<file path="src/rtl/crosswalk_request_scheduler_if.sv">
// Extension handshake between the crosswalk scheduler and the intersection phase FSM.
// Handshake: ext_req_k rises when approach k is pending and eligible and stays high until the
// intersection pulses ext_ack for one cycle or eligibility is lost; at most one ext_req_k is high.
interface crosswalk_request_scheduler_if;
  logic [2:0] phase;
  logic       ext_window;
  logic       ext_ack;
  logic       ext_req_0;
  logic       ext_req_1;

  modport master (
    input  phase,
    input  ext_window,
    input  ext_ack,
    output ext_req_0,
    output ext_req_1
  );

  modport slave (
    output phase,
    output ext_window,
    output ext_ack,
    input  ext_req_0,
    input  ext_req_1
  );
endinterface

</file>
<file path="src/rtl/crosswalk_request_scheduler.sv">
// Synchronizes and debounces two active-low crosswalk buttons, latches requests and grants
// at most one green-extension per eligible phase through a req/ack handshake.
module crosswalk_request_scheduler #(
  parameter int DEBOUNCE = 4,
  parameter int HOLDOFF  = 10,
  parameter int CNT_W    = 8
) (
  input  logic                                clk,
  input  logic                                reset_n,
  input  logic                                crosswalk_0,
  input  logic                                crosswalk_1,
  crosswalk_request_scheduler_if.master       bus,
  output logic                                pend_0,
  output logic                                pend_1,
  output logic                                busy,
  output logic [1:0]                          o_dbg_state
);

  typedef enum logic [1:0] {
    S_IDLE = 2'd0,
    S_REQ0 = 2'd1,
    S_REQ1 = 2'd2,
    S_HOLD = 2'd3
  } state_t;

  localparam logic [CNT_W-1:0] DB_LAST   = CNT_W'(DEBOUNCE - 1);
  localparam logic [CNT_W-1:0] HOLD_INIT = CNT_W'(HOLDOFF);

  logic [1:0]       w_raw;
  logic [1:0]       r_sync0;
  logic [1:0]       r_sync1;
  logic [1:0]       r_acc;
  logic [1:0]       r_press;
  logic [CNT_W-1:0] r_dbcnt [2];

  assign w_raw = {crosswalk_1, crosswalk_0};

  // r_acc holds the accepted pressed state (1 = pressed); r_press pulses on release->press only.
  always_ff @(posedge clk) begin
    if (reset_n) begin
      r_sync0 <= 2'b11;
      r_sync1 <= 2'b11;
      r_acc   <= 2'b00;
      r_press <= 2'b00;
      for (int k = 0; k < 2; k++) r_dbcnt[k] <= '0;
    end else begin
      r_sync0 <= w_raw;
      r_sync1 <= r_sync0;
      for (int k = 0; k < 2; k++) begin
        r_press[k] <= 1'b0;
        if ((~r_sync1[k]) != r_acc[k]) begin
          if (r_dbcnt[k] >= DB_LAST) begin
            r_acc[k]   <= ~r_acc[k];
            r_dbcnt[k] <= '0;
            r_press[k] <= ~r_acc[k];
          end else begin
            r_dbcnt[k] <= r_dbcnt[k] + CNT_W'(1);
          end
        end else begin
          r_dbcnt[k] <= '0;
        end
      end
    end
  end

  state_t           r_state;
  logic             r_req_0;
  logic             r_req_1;
  logic             r_pend_0;
  logic             r_pend_1;
  logic             r_served;
  logic [CNT_W-1:0] r_hold;
  logic             w_elig_0;
  logic             w_elig_1;
  logic             w_take_0;
  logic             w_take_1;
  logic [2:0]       w_served_phase;

  assign w_elig_0       = (bus.phase == 3'd3) && bus.ext_window;
  assign w_elig_1       = (bus.phase == 3'd0) && bus.ext_window;
  // Approach 1 is served in phase 0, approach 0 in phase 3.
  assign w_served_phase = r_served ? 3'd0 : 3'd3;
  assign w_take_0       = r_press[0] && !((r_state == S_HOLD) && !r_served);
  assign w_take_1       = r_press[1] && !((r_state == S_HOLD) &&  r_served);

  always_ff @(posedge clk) begin
    if (reset_n) begin
      r_state  <= S_IDLE;
      r_req_0  <= 1'b0;
      r_req_1  <= 1'b0;
      r_pend_0 <= 1'b0;
      r_pend_1 <= 1'b0;
      r_served <= 1'b0;
      r_hold   <= '0;
    end else begin
      if (w_take_0) r_pend_0 <= 1'b1;
      if (w_take_1) r_pend_1 <= 1'b1;
      // Clears below come later in the block so an ack beats a same-cycle press.
      case (r_state)
        S_IDLE: begin
          if (r_pend_1 && w_elig_1) begin
            r_state <= S_REQ1;
            r_req_1 <= 1'b1;
          end else if (r_pend_0 && w_elig_0) begin
            r_state <= S_REQ0;
            r_req_0 <= 1'b1;
          end
        end
        S_REQ0: begin
          if (bus.ext_ack) begin
            r_pend_0 <= 1'b0;
            r_hold   <= HOLD_INIT;
            r_served <= 1'b0;
            r_req_0  <= 1'b0;
            r_state  <= S_HOLD;
          end else if (!w_elig_0) begin
            r_req_0  <= 1'b0;
            r_state  <= S_IDLE;
          end
        end
        S_REQ1: begin
          if (bus.ext_ack) begin
            r_pend_1 <= 1'b0;
            r_hold   <= HOLD_INIT;
            r_served <= 1'b1;
            r_req_1  <= 1'b0;
            r_state  <= S_HOLD;
          end else if (!w_elig_1) begin
            r_req_1  <= 1'b0;
            r_state  <= S_IDLE;
          end
        end
        S_HOLD: begin
          if (r_hold != '0) r_hold <= r_hold - CNT_W'(1);
          if ((r_hold == '0) && (bus.phase != w_served_phase)) r_state <= S_IDLE;
        end
        default: r_state <= S_IDLE;
      endcase
    end
  end

  assign bus.ext_req_0 = r_req_0;
  assign bus.ext_req_1 = r_req_1;
  assign pend_0        = r_pend_0;
  assign pend_1        = r_pend_1;
  assign busy          = (r_state != S_IDLE);
  assign o_dbg_state   = r_state;

endmodule

</file>
<file path="src/flat_wrapper.sv">
// flat-port wrapper written by rule: the top's interface ports become plain ports
module crosswalk_request_scheduler_flat 
#(
  parameter int DEBOUNCE = 4,
  parameter int HOLDOFF  = 10,
  parameter int CNT_W    = 8
)
  (clk, reset_n, crosswalk_0, crosswalk_1, pend_0, pend_1, busy, o_dbg_state, bus_phase, bus_ext_window, bus_ext_ack, bus_ext_req_0, bus_ext_req_1);
  crosswalk_request_scheduler_if bus_i ();
  input  logic clk;
  input  logic reset_n;
  input  logic crosswalk_0;
  input  logic crosswalk_1;
  output logic pend_0;
  output logic pend_1;
  output logic busy;
  output logic [1:0] o_dbg_state;
  input wire logic [$bits(bus_i.phase)-1:0] bus_phase;
  input wire logic [$bits(bus_i.ext_window)-1:0] bus_ext_window;
  input wire logic [$bits(bus_i.ext_ack)-1:0] bus_ext_ack;
  output wire logic [$bits(bus_i.ext_req_0)-1:0] bus_ext_req_0;
  output wire logic [$bits(bus_i.ext_req_1)-1:0] bus_ext_req_1;
  assign bus_i.phase = bus_phase;
  assign bus_i.ext_window = bus_ext_window;
  assign bus_i.ext_ack = bus_ext_ack;
  assign bus_ext_req_0 = bus_i.ext_req_0;
  assign bus_ext_req_1 = bus_i.ext_req_1;
  crosswalk_request_scheduler #(.DEBOUNCE(DEBOUNCE), .HOLDOFF(HOLDOFF), .CNT_W(CNT_W)) u_core (.clk(clk), .reset_n(reset_n), .crosswalk_0(crosswalk_0), .crosswalk_1(crosswalk_1), .bus(bus_i), .pend_0(pend_0), .pend_1(pend_1), .busy(busy), .o_dbg_state(o_dbg_state));
endmodule
</file>
<file path="config.mk">
export PLATFORM = sky130hd
export DESIGN_NAME = crosswalk_request_scheduler_flat
export DESIGN_NICKNAME = d
export VERILOG_FILES = /design/src/rtl/crosswalk_request_scheduler_if.sv /design/src/rtl/crosswalk_request_scheduler.sv /design/src/flat_wrapper.sv
export SDC_FILE = /design/constraint.sdc
export NUM_CORES = 1
export LEC_CHECK = 0
export CAP_MARGIN = 20
export CORE_MARGIN = 2
export CORE_UTILIZATION = 30
export CTS_CLUSTER_DIAMETER = 200
export DETAILED_ROUTE_END_ITERATION = 6
export PLACE_DENSITY = 0.47
export SYNTH_ARGS = -nofsm -noshare
export SYNTH_HDL_FRONTEND = slang
export SYNTH_SLANG_ARGS = --single-unit
</file>
<file path="constraint.sdc">
create_clock -name clk -period 1.6 [get_ports clk]
set_clock_uncertainty 0.1 [all_clocks]
set_input_delay 0.32 -clock clk [delete_from_list [all_inputs] [get_ports clk]]
set_output_delay 0.32 -clock clk [all_outputs]
set_load 0.01 [all_outputs]
</file>
* Word level (Yosys, flattened, before mapping)
Memories as Yosys holds them, arrays and structs flattened. Cells that the tools add are included.
Cells by class: bitwise operators 14, add/sub/neg operators 3, reduce and logical (&&, ||, !) cells 31, equality and inequality tests 18, multiplexer cells 60, order comparisons 2
Operators with widths (count):
- $mux 8 | 8
- $mux 1 | 39
- $add 8x1->8 const B | 2
- $ge 8x2->1 const B | 2
- $mux 2 | 8
- $pmux 8 s2 | 1
- $ne 2x2->1 const B | 5
- $reduce_bool 2->1 | 5
- $logic_and 1x1->1 | 9
- $reduce_and 3->1 | 3
- $logic_not 8->1 | 1
- $not 1->1 | 8
- $pmux 2 s4 | 1
- $reduce_and 4->1 | 2
- $reduce_bool 8->1 | 1
- $sub 8x1->8 const B | 1
- $ne 2x1->1 const B | 3
- $ne 3x3->1 const B | 2
- $or 1x1->1 | 6
- $pmux 1 s2 | 3
- $reduce_or 3->1 | 2
- $eq 2x2->1 const B | 2
- $reduce_and 2->1 | 2
- $eq 3x2->1 const B | 1
- 8 further kinds | 11
Storage, ports and cells: memories 1, bits in writable memories 16, logic and storage cells 142, register bits after elaboration 23
Memories:
- u_core.r_dbcnt | words 2, width 8, read ports 2, clocked after memory_dff 0, wr ports 2, RTL line crosswalk_request_scheduler.sv:34 | logic [CNT_W-1:0] r_dbcnt [2];

* Longest topological paths before layout
An unclocked memory read counts as a cell.
word-level depth 9, depth in mapped cells 7, mapped depth without buffers 7

* Least setup slack after synthesis
Ideal clock, no wire load.
path kind register to register, start point register u_core.r_state[0], in the netlist u_core.o_dbg_state[0], end point register u_core.r_hold[3], setup time 0.137 ns, required time 1.363 ns, buffers on the path 0, data arrival time 1.554 ns, cell stages (with the launch flop) 7, setup slack -0.191 ns, cell sequence dfxtp_1 -> inv_1 -> ha_1 -> a21oi_1 -> nand2_1 -> nor2_1 -> a311oi_1
On the way: longest elaborated chain between the ends 4, elaborated cells on any way between the ends 9
Ends and longest elaborated chain:
- start, declared | RTL line crosswalk_request_scheduler.sv:66 | state_t r_state;
- start signal, assigned | RTL line crosswalk_request_scheduler.sv:88 | r_state <= S_IDLE;
- start signal, assigned | RTL line crosswalk_request_scheduler.sv:102 | r_state <= S_REQ1;
- start signal, assigned | RTL line crosswalk_request_scheduler.sv:105 | r_state <= S_REQ0;
- $eq 2x1->1 / $eq 2x2->1 (equally long branches) | RTL line crosswalk_request_scheduler.sv:99 | case (r_state)
- $reduce_or 2->1 (no source line)
- $ne 2x1->1 (no source line) / $reduce_bool 2->1 (equally long branches)
- $reduce_and 3->1 (no source line)
- end signal, assigned | RTL line crosswalk_request_scheduler.sv:134 | if (r_hold != '0) r_hold <= r_hold - CNT_W'(1);
- end, declared | RTL line crosswalk_request_scheduler.sv:72 | logic [CNT_W-1:0] r_hold;
Several ways; a longest one is shown, not always the timed one. A chain may end at the register's enable or synchronous reset.

* Worst setup path after layout
start point register u_core.r_hold[3], end point register u_core.r_state[0], in the netlist u_core.o_dbg_state[0]
On the way: longest elaborated chain between the ends 4
Ends and longest elaborated chain:
- $logic_not 8->1 | RTL line crosswalk_request_scheduler.sv:135 | if ((r_hold == '0) && (bus.phase != w_served_phase)) r_state <= S_IDLE;
- $logic_and 1x1->1 | RTL line crosswalk_request_scheduler.sv:135
- $ne 2x2->1 (no source line)
- $reduce_and 4->1 (no source line)
- end signal, assigned | RTL line crosswalk_request_scheduler.sv:130 | r_state <= S_IDLE;
- end signal, assigned | RTL line crosswalk_request_scheduler.sv:135
- end signal, assigned | RTL line crosswalk_request_scheduler.sv:137 | default: r_state <= S_IDLE;
Every way passes these cells.

==> impl_results.md <==
* Outcome: complete, but fails checks
* Failing checks: negative setup slack
* Die Y at 79.7 µm
* Worst Hold Depth at 1
* Synthesized instance count at 153
* Final core occ at 45.9%
* Synthesis Warnings at 0
* Ant diodes at 0
* Row Count at 27
* Vias in the first global route at 1515
* Final hold vios at 0
* Synth Area in Simple Gates at 18.0%
* Mux cell area share after synthesis at 0.655%
* Post-DP HPWL at 2.67 mm
* Max frequency at 592 MHz
* CP cell instances: nor4_4 > buf_4 > nand3_2 > o31ai_4 > nand2_2 > a221oi_2
* CTS tree: yes
* Most common cell after layout, fill and taps aside: buf_4
* Post-synthesis compound-gate area fraction at 12.7%
* Leakage power at 0.998 nW
* CTS buffer count at 5
* Vias per inst at 4.52
* Rel. slew slack at 64.5%
* P per Cell Area at 1650 nW/µm²
* Die Width at 79.7 µm
* Initial DRC Count at 68
* DIE AREA at 6350 µm²
* RePlAce Congestion at 0.825
* Fin nets at 249
* IO buf count at 15
* Drt pass-1 iters at 4
* R2r worst-path depth at 6
* Clk sink count at 39
* Core box area at 5510 µm²
* Worst Hold Class: flop to flop
* VDD IR max at 0.000714 V
* Post-DP Area at 2240 µm²
* Async SR Flop Fraction at 0%
* Cts hold-fix bufs at 0
* Finish-stage setup viols at 9
* Final wirelength at 3.86 mm
* Yosys reg bits at 39
* Initial antenna violation count at 0
* First-pass GRT wire length at 6.66 mm
* Routed WL per cell at 12.6 µm
* GR Overflow Total at 0
* Crit path capture type: flop
* Least-Margin Pin Slew at 529 ps
* CP peak stage delay at 340 ps
* Number of routed nets with antenna violations at 0
* Synth Area in XOR/XNOR at 4.08%
* Total GRT Usage at 13.5%
* Seq/Total Area, Yosys at 54.7%
* RSZ-0062 raised after global routing: yes
* Root Driver: clkbuf_8
* # IOs at 16
* Post-Layout Inst Area at 2530 µm²
* Critical Path Fanout Max at 3
* Post-Syn Area at 1720 µm²
* EDFF count, synth at 16
* Drc violations at 0
* Startpoint types: flop
* H-tree level count at 2
* Largest family of logic cells by synthesized area: simple AND/OR/NAND/NOR gates
* Final period utilization at 106%
* Number of vias after detailed routing at 1379
* Largest net degree at the start of global routing at 23
* Mapped Avg Cell Area at 11.2 µm²
* Max-slew violations at 0
* Layout cell share with drive strength beyond 1 at 37.8%
* Number of distinct library cells after synthesis at 41
* WS Path Type: flop to flop
* Primary FF master, synth: dfxtp_1
* Critical-path top delay cell: dfxtp_2
* Max Root-Sink Buffers at 2
* Max-Cap Viols at 0
* Setup ws final at -88.8 ps
* Worst-path clk slew at 80 ps
* Final Critical Period at 1690 ps
* Arrival time at the worst endpoint at 1790 ps
* Clk Latency, worst-skew pair at 290 ps
* Most frequent cells in the layout: buf_4, conb_1, dfxtp_1, edfxtp_1, nor2_1
* Starting Density at 31.2%
* Post-synthesis adder-cell area fraction at 5.82%
* Worst endpoint required time at 1700 ps
* P&R area growth vs syn at 47.0%
==> stage by stage <==
stage	setup WS, ps	setup TNS [ps]	power (mW)	hold slack [ps]	cells
after floorplan	-49.0	-60.7	2.32	289	179
after global placement	-558	-4010	2.98	297	288
after detailed placement	-619	-4630	3.03	303	288
after CTS	-60.2	-301	3.97	319	302
after global routing	-179	-1280	4.46	342	305
final	-88.8	-307	4.16	317	305
==> timing repair <==
item,4_1_cts,5_1_grt
setup buffers,5,3
pin swaps,20,15
setup endpoints to repair,21,16
cloned,1,0
resized for setup,44,19
==> state kept, by name, summed over array words and instances, names as in the netlist <==
name and count:
u_core.bus.ext_req_0 1, u_core.bus.ext_req_1 1, u_core.o_dbg_state 2, u_core.pend_0 1
u_core.pend_1 1, u_core.r_acc 2, u_core.r_dbcnt 16, u_core.r_hold 8
u_core.r_press 2, u_core.r_served 1, u_core.r_sync0 2, u_core.r_sync1 2
==> area by class of cell <==
type                    instances  area (µm²)
fillers                       525        2980
multi-input cells             128         966
flip-flops and latches         39         946
repair buffers                 48         389
well taps                      72        90.1
clock buffers                   6        82.6
inverters                      10        37.5
clock inverters                 2        16.3
==> routing by layer <==
metal  share of wire [%]  vias up  routed length (µm)  global-route usage, %
li1                    -      693                   -                      -
met1                  43      655                1670                   15.5
met2                  51       25                1960                   24.0
met3                 4.3        6                 167                   3.96
met4                 1.3        0                  51                   4.14
met5                   0        -                   0                      0
==> synthesized netlist by cell type (3+ instances only) <==
| cell type | count | area [µm²] |
|---|---|---|
| a211oi_1 | 4 | 30.0 |
| edfxtp_1 | 16 | 480 |
| ha_1 | 8 | 100 |
| a21oi_1 | 5 | 25.0 |
| nand4_1 | 4 | 25.0 |
| nor3_1 | 7 | 35.0 |
| or2_2 | 5 | 31.3 |
| nor2_1 | 15 | 56.3 |
| xor2_1 | 7 | 61.3 |
| nand2_1 | 7 | 26.3 |
| nor4b_1 | 3 | 26.3 |
| o21ai_0 | 3 | 15.0 |
| inv_1 | 10 | 37.5 |
| nor4_1 | 4 | 25.0 |
| dfxtp_1 | 23 | 460 |
==> kinds of logic after synthesis <==
kind of cell	after synthesis
AO/OA/AOI/OAI	28
XOR/XNOR	8
adder cells (fa/ha/maj)	8
buffers and inverters	13
flip-flops	39
multiplexers	1
other	2
AND/OR/NAND/NOR	54
==> critical path: cells and delay by family (launching register included) <==
kind | cells | cell delay (ps)
AO/OA/AOI/OAI | 2 | 500
AND/OR/NAND/NOR | 3 | 500
flip-flops | 1 | 340
buffers and inverters | 1 | 160
==> final timing paths <==
check	slack (ps)	startpoint	endpoint
hold / removal	320	u_core.r_sync0[1]$_SDFF_PP1_	u_core.r_sync1[1]$_SDFF_PP1_
setup / recovery	-90	u_core.r_hold[3]$_SDFFE_PP0P_	u_core.o_dbg_state[0]$_SDFFE_PP0P_
hold reg to reg	320	u_core.r_sync0[1]$_SDFF_PP1_	u_core.r_sync1[1]$_SDFF_PP1_
setup reg to reg	-90	u_core.r_hold[3]$_SDFFE_PP0P_	u_core.o_dbg_state[0]$_SDFFE_PP0P_
==> power breakdown <==
| group | internal, mW | switching [mW] |
|---|---|---|
| Combinational | 1.07 | 1.03 |
| Sequential | 1.21 | 0.136 |
| Clock | 0.352 | 0.361 |
Note: power is estimated with default switching activity, not from simulation.
